$ cat src/rtl/bip_program_loader.sv
// Packs received byte pairs (low byte first) into 16-bit BIP instructions and writes them to program memory from address 0.
// A write strobe follows the high byte by one cycle; there is no backpressure, and a byte arriving during a write cycle is kept.
module bip_program_loader #(
    parameter int              NB_DATA            = 16,
    parameter int              NB_BYTE            = 8,
    parameter int              N_ADDR             = 2048,
    parameter int              LOG2_N_INSMEM_ADDR = 11,
    parameter int              NB_OPCODE          = 5,
    parameter logic [NB_OPCODE-1:0] HALT_OPCODE   = 5'b00000
) (
    input  logic                          i_clock,
    input  logic                          i_reset,
    input  logic                          i_start,
    input  logic [NB_BYTE-1:0]            i_rx_data,
    input  logic                          i_rx_valid,
    output logic                          o_wr_enable,
    output logic [LOG2_N_INSMEM_ADDR-1:0] o_wr_addr,
    output logic [NB_DATA-1:0]            o_wr_data,
    output logic                          o_busy,
    output logic                          o_done,
    output logic                          o_error
);

    typedef enum logic [2:0] {
        IDLE  = 3'd0,
        LOW   = 3'd1,
        HIGH  = 3'd2,
        WRITE = 3'd3,
        DONE  = 3'd4,
        ERROR = 3'd5
    } state_t;

    localparam logic [LOG2_N_INSMEM_ADDR-1:0] LAST_ADDR = LOG2_N_INSMEM_ADDR'(N_ADDR - 1);

    state_t                          r_state, w_next_state;
    logic [LOG2_N_INSMEM_ADDR-1:0]   r_addr, w_next_addr;
    logic [NB_BYTE-1:0]              r_low, w_next_low;
    logic                            r_wr_enable, w_next_wr_enable;
    logic [LOG2_N_INSMEM_ADDR-1:0]   r_wr_addr, w_next_wr_addr;
    logic [NB_DATA-1:0]              r_wr_data, w_next_wr_data;
    logic                            r_busy, r_done, r_error;
    logic                            w_is_halt;

    assign w_is_halt = (r_wr_data[NB_DATA-1 -: NB_OPCODE] == HALT_OPCODE);

    always_ff @(posedge i_clock) begin
        if (i_reset) begin
            r_state     <= IDLE;
            r_addr      <= '0;
            r_low       <= '0;
            r_wr_enable <= 1'b0;
            r_wr_addr   <= '0;
            r_wr_data   <= '0;
            r_busy      <= 1'b0;
            r_done      <= 1'b0;
            r_error     <= 1'b0;
        end else begin
            r_state     <= w_next_state;
            r_addr      <= w_next_addr;
            r_low       <= w_next_low;
            r_wr_enable <= w_next_wr_enable;
            r_wr_addr   <= w_next_wr_addr;
            r_wr_data   <= w_next_wr_data;
            // Status flags are decoded from the next state so they change on the same edge as the state.
            r_busy      <= (w_next_state == LOW) || (w_next_state == HIGH) || (w_next_state == WRITE);
            r_done      <= (w_next_state == DONE);
            r_error     <= (w_next_state == ERROR);
        end
    end

    always_comb begin
        w_next_state     = r_state;
        w_next_addr      = r_addr;
        w_next_low       = r_low;
        w_next_wr_enable = 1'b0;
        w_next_wr_addr   = r_wr_addr;
        w_next_wr_data   = r_wr_data;
        case (r_state)
            IDLE, DONE, ERROR: begin
                if (i_start) begin
                    w_next_state = LOW;
                    w_next_addr  = '0;
                end
            end
            LOW: begin
                if (i_rx_valid) begin
                    w_next_low   = i_rx_data;
                    w_next_state = HIGH;
                end
            end
            HIGH: begin
                if (i_rx_valid) begin
                    w_next_wr_data   = {i_rx_data, r_low};
                    w_next_wr_addr   = r_addr;
                    w_next_wr_enable = 1'b1;
                    w_next_state     = WRITE;
                end
            end
            WRITE: begin
                if (w_is_halt) begin
                    w_next_state = DONE;
                end else if (r_addr == LAST_ADDR) begin
                    w_next_state = ERROR;
                end else begin
                    w_next_addr = r_addr + 1'b1;
                    // A byte landing in the write cycle is the next word's low byte.
                    if (i_rx_valid) begin
                        w_next_low   = i_rx_data;
                        w_next_state = HIGH;
                    end else begin
                        w_next_state = LOW;
                    end
                end
            end
            default: w_next_state = IDLE;
        endcase
    end

    assign o_wr_enable = r_wr_enable;
    assign o_wr_addr   = r_wr_addr;
    assign o_wr_data   = r_wr_data;
    assign o_busy      = r_busy;
    assign o_done      = r_done;
    assign o_error     = r_error;

endmodule

$ cat config.mk
export PLATFORM = sky130hd
export DESIGN_NAME = bip_program_loader
export DESIGN_NICKNAME = d
export VERILOG_FILES = /design/src/rtl/bip_program_loader.sv
export SDC_FILE = /design/constraint.sdc
export NUM_CORES = 1
export LEC_CHECK = 0
export ABC_AREA = 1
export CAP_MARGIN = 20
export CORE_MARGIN = 2
export CORE_UTILIZATION = 60
export DETAILED_ROUTE_END_ITERATION = 10
export DONT_BUFFER_PORTS = 1
export GPL_ROUTABILITY_DRIVEN = 0
export PLACE_DENSITY = 0.76
export SYNTH_ARGS = -nofsm -noshare
export SYNTH_HDL_FRONTEND = slang
export SYNTH_SLANG_ARGS = --single-unit
$ cat constraint.sdc
create_clock -name i_clock -period 2.33 [get_ports i_clock]
set_input_delay 0.3495 -clock i_clock [delete_from_list [all_inputs] [get_ports i_clock]]
set_output_delay 0.3495 -clock i_clock [all_outputs]
set_load 0.1 [all_outputs]
After elaboration in Yosys (flattened, before gate mapping)
Cells that the tools add are included.
- output and inout port bits: 31
- register bits: 53
- mux-type cells: 16
- equal/unequal tests: 14
- bitwise logic cells: 1
- add/sub/neg operators: 1
- reduce and logical (&&, ||, !) cells: 11
- operators with widths (cell ; count):
    $mux W11 ; 3
    $mux W8 ; 3
    $pmux W11 S2 ; 1
    $pmux W8 S2 ; 1
    $mux W3 ; 5
    $eq A3 B2 Y1 const B ; 4
    $eq A3 B3 Y1 const B ; 4
    $pmux W3 S4 ; 1
    $add A11 B1 Y11 const B ; 1
    $eq A11 B11 Y1 const B ; 1
    $eq A3 B1 Y1 const B ; 2
    $ne A2 B2 Y1 const B ; 3
    $logic_not A5 Y1 ; 1
    $reduce_and A4 Y1 ; 1
    $reduce_bool A2 Y1 ; 2
    $logic_not A3 Y1 ; 1
    $reduce_and A3 Y1 ; 1
    $reduce_or A3 Y1 ; 1
    $logic_or A1 B1 Y1 ; 2
    $mux W2 ; 1
    $reduce_and A2 Y1 ; 1
    $reduce_or A2 Y1 ; 1
    $mux W1 ; 1
    $not A1 Y1 ; 1

Longest topological paths before layout
- depth in word-level cells: 7
- gate-level depth with buffers: 11

Worst setup path before layout
No wires, ideal clock.
- path type: flip-flop to flip-flop
- start: register r_wr_data[15], in the netlist o_wr_data[15]
- end: register r_addr[1]
- required time: 2.217 ns
- setup time: 0.113 ns
- buffers on the path: 0
- path slack: 0.466 ns
- data arrival time: 1.752 ns
- clock period less this slack: 1.864 ns
- stages on the path, launching flop included: 10
- cells stage by stage: dfxtp_1 > inv_1 > nand3_1 > nor2_2 > nor2_4 > nand2_8 > inv_6 > nand2_2 > nand2_1 > nor2_1
- longest elaborated chain between the ends: 3
- ends and longest elaborated chain (what ; line ; RTL):
    start: declaration ; 40 ; logic [NB_DATA-1:0] r_wr_data, w_next_wr_data;
    start signal: assignment ; 63 ; r_wr_data <= w_next_wr_data;
    $logic_not A5 Y1 ; 44 ; assign w_is_halt = (r_wr_data[NB_DATA-1 -: NB_OPCODE] == HALT_OPCODE);
    $ne A2 B2 Y1 (no line) ; -- ;
    $reduce_and A4 Y1 (no line) ; -- ;
    end signal: assignment ; 59 ; r_addr <= w_next_addr;
    end: declaration ; 36 ; logic [LOG2_N_INSMEM_ADDR-1:0] r_addr, w_next_addr;
Every way passes these cells.
A chain may end at the register's enable or synchronous reset.

Final worst setup path
- start: register r_addr[0]
- end: register r_low[6]
- longest elaborated chain between the ends: 3
- ends and longest elaborated chain (what ; line ; RTL):
    $eq A11 B11 Y1 ; 102 ; end else if (r_addr == LAST_ADDR) begin
    $ne A2 B2 Y1 (no line) ; -- ;
    $reduce_and A3 Y1 (no line) ; -- ;
    end signal: assignment ; 60 ; r_low <= w_next_low;
    end: declaration ; 37 ; logic [NB_BYTE-1:0] r_low, w_next_low;
Every way passes these cells.

==> results.toml <==
[synthesis]
synth_seq_cells = 53
synth_xor_area_share_pct = 0.379
synthArstFlopShare_pct = 0
synth_top_family_by_area = "simple AND/OR/NAND/NOR gates"
yosys.area_share.simple_pct = 33.2
synthAdderAreaFrac_pct = 0.542
synth_area_per_cell_sq_um = 7.38
seq_area_frac_synth_pct = 46.0
synth.distinct_cells = 29
synthCells = 313
synth-main-ff-cell = "dfxtp_1"
yosysWarningCount = 0
syn_area_sq_um = 2310
synth_edf_count = 0
synth_compound_area_share_pct = 13.3
synthMuxAreaShare_pct = 0
synth_nets = 326

[sta]
tightestPinTransition_ns = 0.510
finalHoldViolCount = 0
post-route-period-util_pct = 69.6
tns_ns = 0
skew_ns = 0.00965
fmax_ghz = 0.617
rsz0062_at_grt = "false"
setup_viol = 0
slew_headroom_pct = 65.9
fin_crit_ns = 1.62
maxSlewViolCount = 0

[floorplan]
pin_count = 43
die-area_sq_um = 4360
core_sq_um = 3690
initial_core_util_pct = 62.6
fp.dieH_um = 66.0
rows = 22
die_w_um = 66.0

[power]
total_power_mw = 2.15
peakVddDrop_mv = 0.706
powerDensity_nw_per_um2 = 807
leakage_nw = 1.07

[critical_path]
critPathBufInv = 1
crit_path_end_kind = "flip-flop"
reg2regPathDepth = 10
slowest_stage = "dfxtp_1"
path_cells = "ha_1 > nand2_2 > nor2_4 > nand3_2 > nand2_4 > nand2_2 > nand2_4 > inv_2 > nor2_1 > nor2_1"
slowest_delay_ns = 0.44
critical_path.startpoint_type = "flip-flop"
cp.depth = 10
critPathTopFamily = "simple AND/OR/NAND/NOR gates"
arrival_ns = 1.82
critPathRequiredTime_ns = 2.53
crit_type = "reg2reg"
critPathMaxFanout = 10
r2r_setup_slack_ns = 0.71

[min_path]
hold_class = "in2reg"
whs_path_depth = 1

[outcome]
status = "complete, no violations"

[clock_tree]
cts_tree = "done"
cts_buffer_depth = 2
path_clk_slew_ns = 0.10
cts_root_buf = "clkbuf_8"
cts_buffers = 5
cts.sinks = 53
htree_levels = 2
cts_resized = 0
clock_latency_ns = 0.30
post_cts_buffers = 0
cts_hold_buffers = 0

[grt]
grt_pass1_wl_um = 8140
grt_max_degree = 38
grt_overflow_total = 0
grt_pass1_vias = 1881
grt_usage_pct = 24.0
antenna_found_initial = 0

[detailed_routing]
drt_iter0_drc = 154
totalWireLength_um = 4870
ant_nets = 0
firstDrtPassIters = 4
vias = 2040
drcViolationCount = 0
wire_per_inst_um = 12.5
routed_via_density = 5.23

[finish]
final_layout_size_suffix_gt1_share_pct = 20.8
synthToLayoutAreaGrowth_pct = 15.6
nNetsFinal = 354
fill_cells = 310
antenna_cells = 0
final_cell_mix = "nor2_1 (86), dfxtp_1 (53), nand2_1 (40)"
final_common_cell = "nor2_1"

[flow_run]
max_cap_violations = 0

[placed_design]
place_hpwl_um = 3570
io_buffers = 0
==> flip-flops by register name, summed over array words and instances, names as in the netlist <==
name and cells:
r_low 8, o_busy 1, o_error 1, r_state 3
o_done 1, o_wr_addr 11, o_wr_enable 1, o_wr_data 16
r_addr 11
==> path summary, 6_finish.rpt <==
| kind | start | endpoint |
|---|---|---|
| setup / recovery | r_addr[0]$_SDFFE_PP0P_ | r_low[6]$_SDFFE_PP0P_ |
| hold / removal | i_reset | r_addr[8]$_SDFFE_PP0P_ |
| setup reg to reg | r_addr[0]$_SDFFE_PP0P_ | r_low[6]$_SDFFE_PP0P_ |
| hold reg to reg | o_wr_data[15]$_SDFFE_PP0P_ | o_wr_data[15]$_SDFFE_PP0P_ |
==> through the flow <==
stage,cell area [sq um],setup slack [ns],hold slack (ns),utilization [%],instances
4_1_cts,2670,0.722,0.0896,72.3,390
6_report,2670,0.709,0.0908,72.3,390
2_1_floorplan,2310,0.466,0.419,-,313
5_1_grt,2670,0.520,0.0756,72.3,390
3_5_place_dp,2560,0.739,0.415,69.3,382
3_3_place_gp,2560,0.787,0.414,69.3,382
==> synthesized netlist by cell type (all sizes together), types with 2 or more instances <==
cell / n / area, sq um
nor2: 91 / 369
nand2: 54 / 272
dfxtp: 53 / 1060
o21ai: 39 / 195
inv: 21 / 83.8
a21oi: 19 / 106
nand3: 14 / 80.1
buf: 7 / 41.3
clkbuf: 5 / 18.8
nand4: 2 / 12.5
nor3b: 2 / 15.0
==> cell families after synthesis <==
group | Yosys count
adder cells (fa/ha/maj) | 1
buffers and inverters | 34
flip-flops | 53
XOR/XNOR | 1
AND/OR/NAND/NOR | 165
AO/OA/AOI/OAI | 59
==> metal layers <==
metal / wire length, um / up-vias / GRT usage, % / share of wire, %
li1: - / 1053 / - / -
met1: 2270 / 926 / 31.7 / 47
met2: 2270 / 55 / 39.0 / 47
met3: 282 / 6 / 6.64 / 5.8
met4: 46 / 0 / 6.12 / 0.94
met5: 0 / - / 0 / 0
==> report_power, final <==
group,switching (mW),internal (mW),total (mW)
combinational,0.409,0.126,0.536
sequential,0.0389,0.964,1.00
clock,0.291,0.323,0.614
total,0.739,1.41,2.15
==> cell type report <==
type	count	area, sq um	share of cell area [%]
Clock inverter	2	38.8	1.45
Tap cell	48	60.1	2.25
Sequential cell	53	1060	39.8
Timing Repair Buffer	33	248	9.29
Inverter	22	92.6	3.47
Multi-Input combinational cell	226	1090	41.0
Clock buffer	6	72.6	2.72
(Power assumes the default switching activity.)
